**src/rtl/button_pulse_gen.sv**
```systemverilog
// Button conditioner: two-flop synchroniser, debounce FSM and hold-to-repeat timer.
// Emits one-cycle PULSE per accepted press/repeat, RELEASE per accepted release, and debounced LEVEL.
module button_pulse_gen #(
    parameter int DB_CYCLES     = 1000000,
    parameter int REPEAT_DELAY  = 50000000,
    parameter int REPEAT_PERIOD = 10000000
) (
    input  logic CLK,
    input  logic RST_N,
    input  logic BTN,
    input  logic REPEAT_EN,
    output logic PULSE,
    output logic RELEASE,
    output logic LEVEL
);

    localparam int CW   = $clog2(DB_CYCLES + 1);
    localparam int RMAX = (REPEAT_DELAY > REPEAT_PERIOD) ? REPEAT_DELAY : REPEAT_PERIOD;
    localparam int RW   = $clog2(RMAX + 1);

    localparam logic [CW-1:0] CNT_LAST = CW'(DB_CYCLES - 1);
    localparam logic [CW-1:0] CNT_ONE  = CW'(1);
    localparam logic [RW-1:0] DLY_LAST = RW'(REPEAT_DELAY - 1);
    localparam logic [RW-1:0] PER_LAST = RW'(REPEAT_PERIOD - 1);

    typedef enum logic [1:0] {
        IDLE      = 2'd0,
        PRESS_CHK = 2'd1,
        HELD      = 2'd2,
        REL_CHK   = 2'd3
    } state_t;

    state_t        state_q;
    logic          s1_q, s2_q;
    logic [CW-1:0] cnt_q;
    logic [RW-1:0] rpt_q;
    logic          rep_q;      // set once the first (delay) repeat has fired; selects the period target
    logic          pulse_q, release_q, level_q;

    logic [RW-1:0] rpt_d;
    logic          rep_d;
    logic          rpt_fire;

    // Repeat timer step, applied on every held cycle (including the cycle that leaves REL_CHK).
    always_comb begin
        rpt_d    = '0;
        rep_d    = 1'b0;
        rpt_fire = 1'b0;
        if (REPEAT_EN) begin
            if (rpt_q == (rep_q ? PER_LAST : DLY_LAST)) begin
                rpt_fire = 1'b1;
                rep_d    = 1'b1;
            end else begin
                rpt_d = rpt_q + 1'b1;
                rep_d = rep_q;
            end
        end
    end

    always_ff @(posedge CLK or negedge RST_N) begin
        if (!RST_N) begin
            s1_q      <= 1'b0;
            s2_q      <= 1'b0;
            state_q   <= IDLE;
            cnt_q     <= '0;
            rpt_q     <= '0;
            rep_q     <= 1'b0;
            pulse_q   <= 1'b0;
            release_q <= 1'b0;
            level_q   <= 1'b0;
        end else begin
            s1_q      <= BTN;
            s2_q      <= s1_q;
            pulse_q   <= 1'b0;
            release_q <= 1'b0;
            case (state_q)
                IDLE: begin
                    if (s2_q) begin
                        state_q <= PRESS_CHK;
                        cnt_q   <= CNT_ONE;
                    end
                end
                PRESS_CHK: begin
                    if (!s2_q) begin
                        state_q <= IDLE;
                        cnt_q   <= '0;
                    end else if (cnt_q == CNT_LAST) begin
                        state_q <= HELD;
                        pulse_q <= 1'b1;
                        level_q <= 1'b1;
                        rpt_q   <= '0;
                        rep_q   <= 1'b0;
                    end else begin
                        cnt_q <= cnt_q + 1'b1;
                    end
                end
                HELD: begin
                    if (!s2_q) begin
                        state_q <= REL_CHK;
                        cnt_q   <= CNT_ONE;
                    end else begin
                        rpt_q   <= rpt_d;
                        rep_q   <= rep_d;
                        pulse_q <= rpt_fire;
                    end
                end
                REL_CHK: begin
                    if (s2_q) begin
                        state_q <= HELD;
                        cnt_q   <= '0;
                        rpt_q   <= rpt_d;
                        rep_q   <= rep_d;
                        pulse_q <= rpt_fire;
                    end else if (cnt_q == CNT_LAST) begin
                        state_q   <= IDLE;
                        level_q   <= 1'b0;
                        release_q <= 1'b1;
                        rpt_q     <= '0;
                        rep_q     <= 1'b0;
                    end else begin
                        cnt_q <= cnt_q + 1'b1;
                    end
                end
                default: state_q <= IDLE;
            endcase
        end
    end

    assign PULSE   = pulse_q;
    assign RELEASE = release_q;
    assign LEVEL   = level_q;

endmodule

```
**config.mk**
```make
export PLATFORM = sky130hd
export DESIGN_NAME = button_pulse_gen
export DESIGN_NICKNAME = d
export VERILOG_FILES = /design/src/rtl/button_pulse_gen.sv
export SDC_FILE = /design/constraint.sdc
export NUM_CORES = 1
export LEC_CHECK = 0
export CELL_PAD_IN_SITES_DETAIL_PLACEMENT = 0
export CELL_PAD_IN_SITES_GLOBAL_PLACEMENT = 2
export CORE_MARGIN = 2
export CORE_UTILIZATION = 35
export DETAILED_ROUTE_END_ITERATION = 10
export HOLD_SLACK_MARGIN = 0.03
export PLACE_DENSITY = 0.75
export REMOVE_ABC_BUFFERS = 1
export SETUP_SLACK_MARGIN = 0.2
export SYNTH_ARGS = -nofsm -noshare
export SYNTH_HDL_FRONTEND = slang
export SYNTH_SLANG_ARGS = --single-unit
```
**constraint.sdc**
```tcl
create_clock -name CLK -period 2.4 [get_ports CLK]
set_clock_uncertainty 0.05 [all_clocks]
set_input_delay 0.36 -clock CLK [delete_from_list [all_inputs] [get_ports CLK]]
set_output_delay 0.36 -clock CLK [all_outputs]
set_load 0.02 [all_outputs]
```
==> flow_summary.json <==
{
  "status": "complete, no violations",
  "insertedDiodeCount": 0,
  "post-route-period-util": 0.893,
  "die_h_um": 97.5,
  "cap_violations": 0,
  "viasPerCell": 5.63,
  "worst_setup_path_end_kind": "flip-flop",
  "r2r_end": "rpt_q[20]",
  "gp_congestion": 0.798,
  "detail-route-antenna-nets": 0,
  "max-vdd-ir-drop_uv": 163,
  "synth.area.top_cells": "dfrtp_1 (44%), o21ai_0 (4.9%), nand2_1 (4.5%), nand3_1 (3.8%), nand4_1 (2.9%)",
  "cts_tree": "yes",
  "grt_setup_unrepaired": "false",
  "r2r_cells": 8,
  "finalHoldViolCount": 0,
  "ios": 7,
  "ys.flop_type": "dfrtp_1",
  "clock_sinks": 54,
  "p_leak_nw": 1.47,
  "synth_edf_count": 0,
  "yosysTopAreaCellShare": 0.442,
  "cp.required_ps": 2550,
  "coreArea_sq_mm": 0.00859,
  "ys_seq_area_frac": 0.442,
  "synth.avg_cell_area_sq_um": 8.91,
  "reg2reg_slack_ps": 260,
  "initial_core_util": 0.356,
  "dpl.hpwl_mm": 5.48,
  "grt_max_degree": 55,
  "relSlewSlack": 0.520,
  "tightest_slew_ps": 720,
  "fillers": 856,
  "cp-start-kind": "flip-flop",
  "p_per_area_mw_per_mm2": 422,
  "area_growth_pct": 15.8,
  "final_layout_size_suffix_gt1_frac": 0.163,
  "async_reset_ff_frac": 1.00,
  "antenna_found_initial": 0,
  "grt_pass1_wl_mm": 13.1,
  "insertion_delay_ps": 310,
  "crit_type": "reg2reg",
  "synth_cells": 343,
  "cts_buffers": 5,
  "rows": 34,
  "drt-wirelength-per-cell_um": 16.6,
  "cts.path.max_buffers": 2,
  "die_w_um": 97.5,
  "fp.dieArea_sq_mm": 0.00950,
  "vias": 2679,
  "setup_viol": 0,
  "cts-root-buf": "clkbuf_8",
  "clk_pin_slew_worst_paths_ps": 90,
  "synth_area_sq_mm": 0.00306,
  "io_buffer_count": 6,
  "synth_cell_types": 51,
  "yosysTopAreaCell": "dfrtp_1",
  "final_net_count": 374,
  "holdCritPathClass": "in2async",
  "fin_util": 0.412,
  "holdWs_ps": 135,
  "totalWireLength_mm": 7.89,
  "drt_iter0_drc": 109,
  "grt_pass1_vias": 2553,
  "grt_usage": 0.168,
  "firstDrtPassIters": 4,
  "timing.rr.start": "rep_q",
  "yosys_warnings": 0,
  "critical_path.max_fanout": 9,
  "fmax_mhz": 467,
  "maxSlewViolCount": 0,
  "synth_seq_cells": 54,
  "drc_errors": 0,
  "setup_tns_ps": 0,
  "arrival_ps": 2290,
  "grt-ovfl-total": 0,
  "fin_crit_ps": 2140,
  "h-tree-depth": 2
}
stage by stage:
stage	cells	cell area, sq um	total power, mW	setup WS (ps)
finish	476	3540	1.49	257
global route	476	3540	1.56	178
floorplan	325	2970	0.972	-236
global placement	463	3340	1.02	179
detailed placement	463	3340	1.02	163
CTS	472	3450	1.53	203
critical path, stage by stage, from the launching register on:
cell       delay [ps]
dfrtp_1           450
and4b_1           310
mux2i_2           100
a2111oi_4         310
buf_4             200
nor2b_2            60
buf_4             180
a41o_1            230
and2_1            150
registers in the layout, summed over array words and instances (netlist names), named ones only:
| signal | flops |
|---|---|
| cnt_q | 20 |
| state_q | 1 |
| RELEASE | 1 |
| PULSE | 1 |
| LEVEL | 1 |
| rep_q | 1 |
| rpt_q | 26 |
| s1_q | 1 |
| s2_q | 1 |
synth_stat cells, types with 2 or more instances:
cell,n
a21o_1,5
a21oi_1,15
a22o_1,6
a22oi_1,2
a31oi_1,8
and2_1,7
and3_1,11
and4_1,8
and4b_1,2
buf_2,2
buf_6,2
clkbuf_1,14
dfrtp_1,54
ha_1,2
inv_1,7
mux2i_1,4
nand2_1,37
nand2b_1,2
nand3_1,23
nand4_1,14
nor2_1,22
nor3_1,7
nor4_1,4
nor4b_1,2
o21a_1,4
o21ai_0,30
o21ai_1,6
o22a_1,2
o22ai_1,3
o311ai_1,3
o31ai_1,4
o41ai_1,2
or3_1,6
xnor2_1,3
xor2_1,4
power by group:
| group | internal, mW | switching [mW] | leakage, nW |
|---|---|---|---|
| combinational | 0.0234 | 0.0504 | 0.723 |
| sequential | 0.916 | 0.00895 | 0.699 |
| clock | 0.197 | 0.297 | 0.0438 |
| total | 1.14 | 0.357 | 1.47 |
layout by cell type (no fill, tap or decap), drive strengths merged, types with 3 or more instances in the layout:
master,count
a21o,5
a21oi,15
a22o,6
a31oi,8
and2,7
and3,11
and4,8
buf,31
clkbuf,5
clkdlybuf4s50,5
dfrtp,54
inv,7
mux2i,4
nand2,37
nand3,23
nand4,14
nor2,23
nor3,7
nor4,4
nor4b,3
o21a,4
o21ai,36
o22ai,3
o311ai,3
o31ai,4
or3,6
xnor2,3
xor2,4
how the worst max path moves through the flow:
stage / endpoint / slack (ps) / from / depth (start not counted)
finish: rpt_q[20] / 260 / rep_q / 8
global route: rpt_q[8] / 180 / rep_q / 8
CTS: rpt_q[20] / 200 / rpt_q[0] / 8
detailed placement: rpt_q[21] / 160 / rpt_q[16] / 6
global placement: rpt_q[21] / 180 / rpt_q[16] / 6
floorplan: rpt_q[16] / -240 / cnt_q[8] / 6
repair_timing:
action                                  4_1_cts  5_1_grt
endpoints found under the hold margin         0        0
pin swaps                                     1        3
setup buffers                                 2        4
endpoints found under the setup margin        7       13
hold buffers                                  0        0
resized for setup                             4       16
final cells by class:
cell class | instances | area, sq um | share of cell area
multi-input cells | 264 | 1660 | 0.469
clock buffers | 5 | 68.8 | 0.0194
flip-flops and latches | 54 | 1360 | 0.384
repair buffers | 36 | 280 | 0.0792
well taps | 108 | 135 | 0.0382
clock inverters | 2 | 10.0 | 0.00283
inverters | 7 | 26.3 | 0.00742
routing by layer:
layer	track usage	up-vias	part of all wire
met1	0.226	1302	0.48
met4	0.0513	0	0.017
li1	-	1327	-
met5	0	-	0
met3	0.0237	12	0.025
met2	0.282	38	0.48
kinds of logic (layout without fill, tap and decap cells):
group                    Yosys count  count (layout)  share of synthesized area
AND/OR/NAND/NOR                  153             153                      0.270
AO/OA/AOI/OAI                     98              98                      0.210
flip-flops                        54              54                      0.442
buffers and inverters             25              50                     0.0364
XOR/XNOR                           7               7                     0.0201
multiplexers                       4               4                     0.0131
adder cells (fa/ha/maj)            2               2                    0.00819
Note: power is estimated with default switching activity, not from simulation.
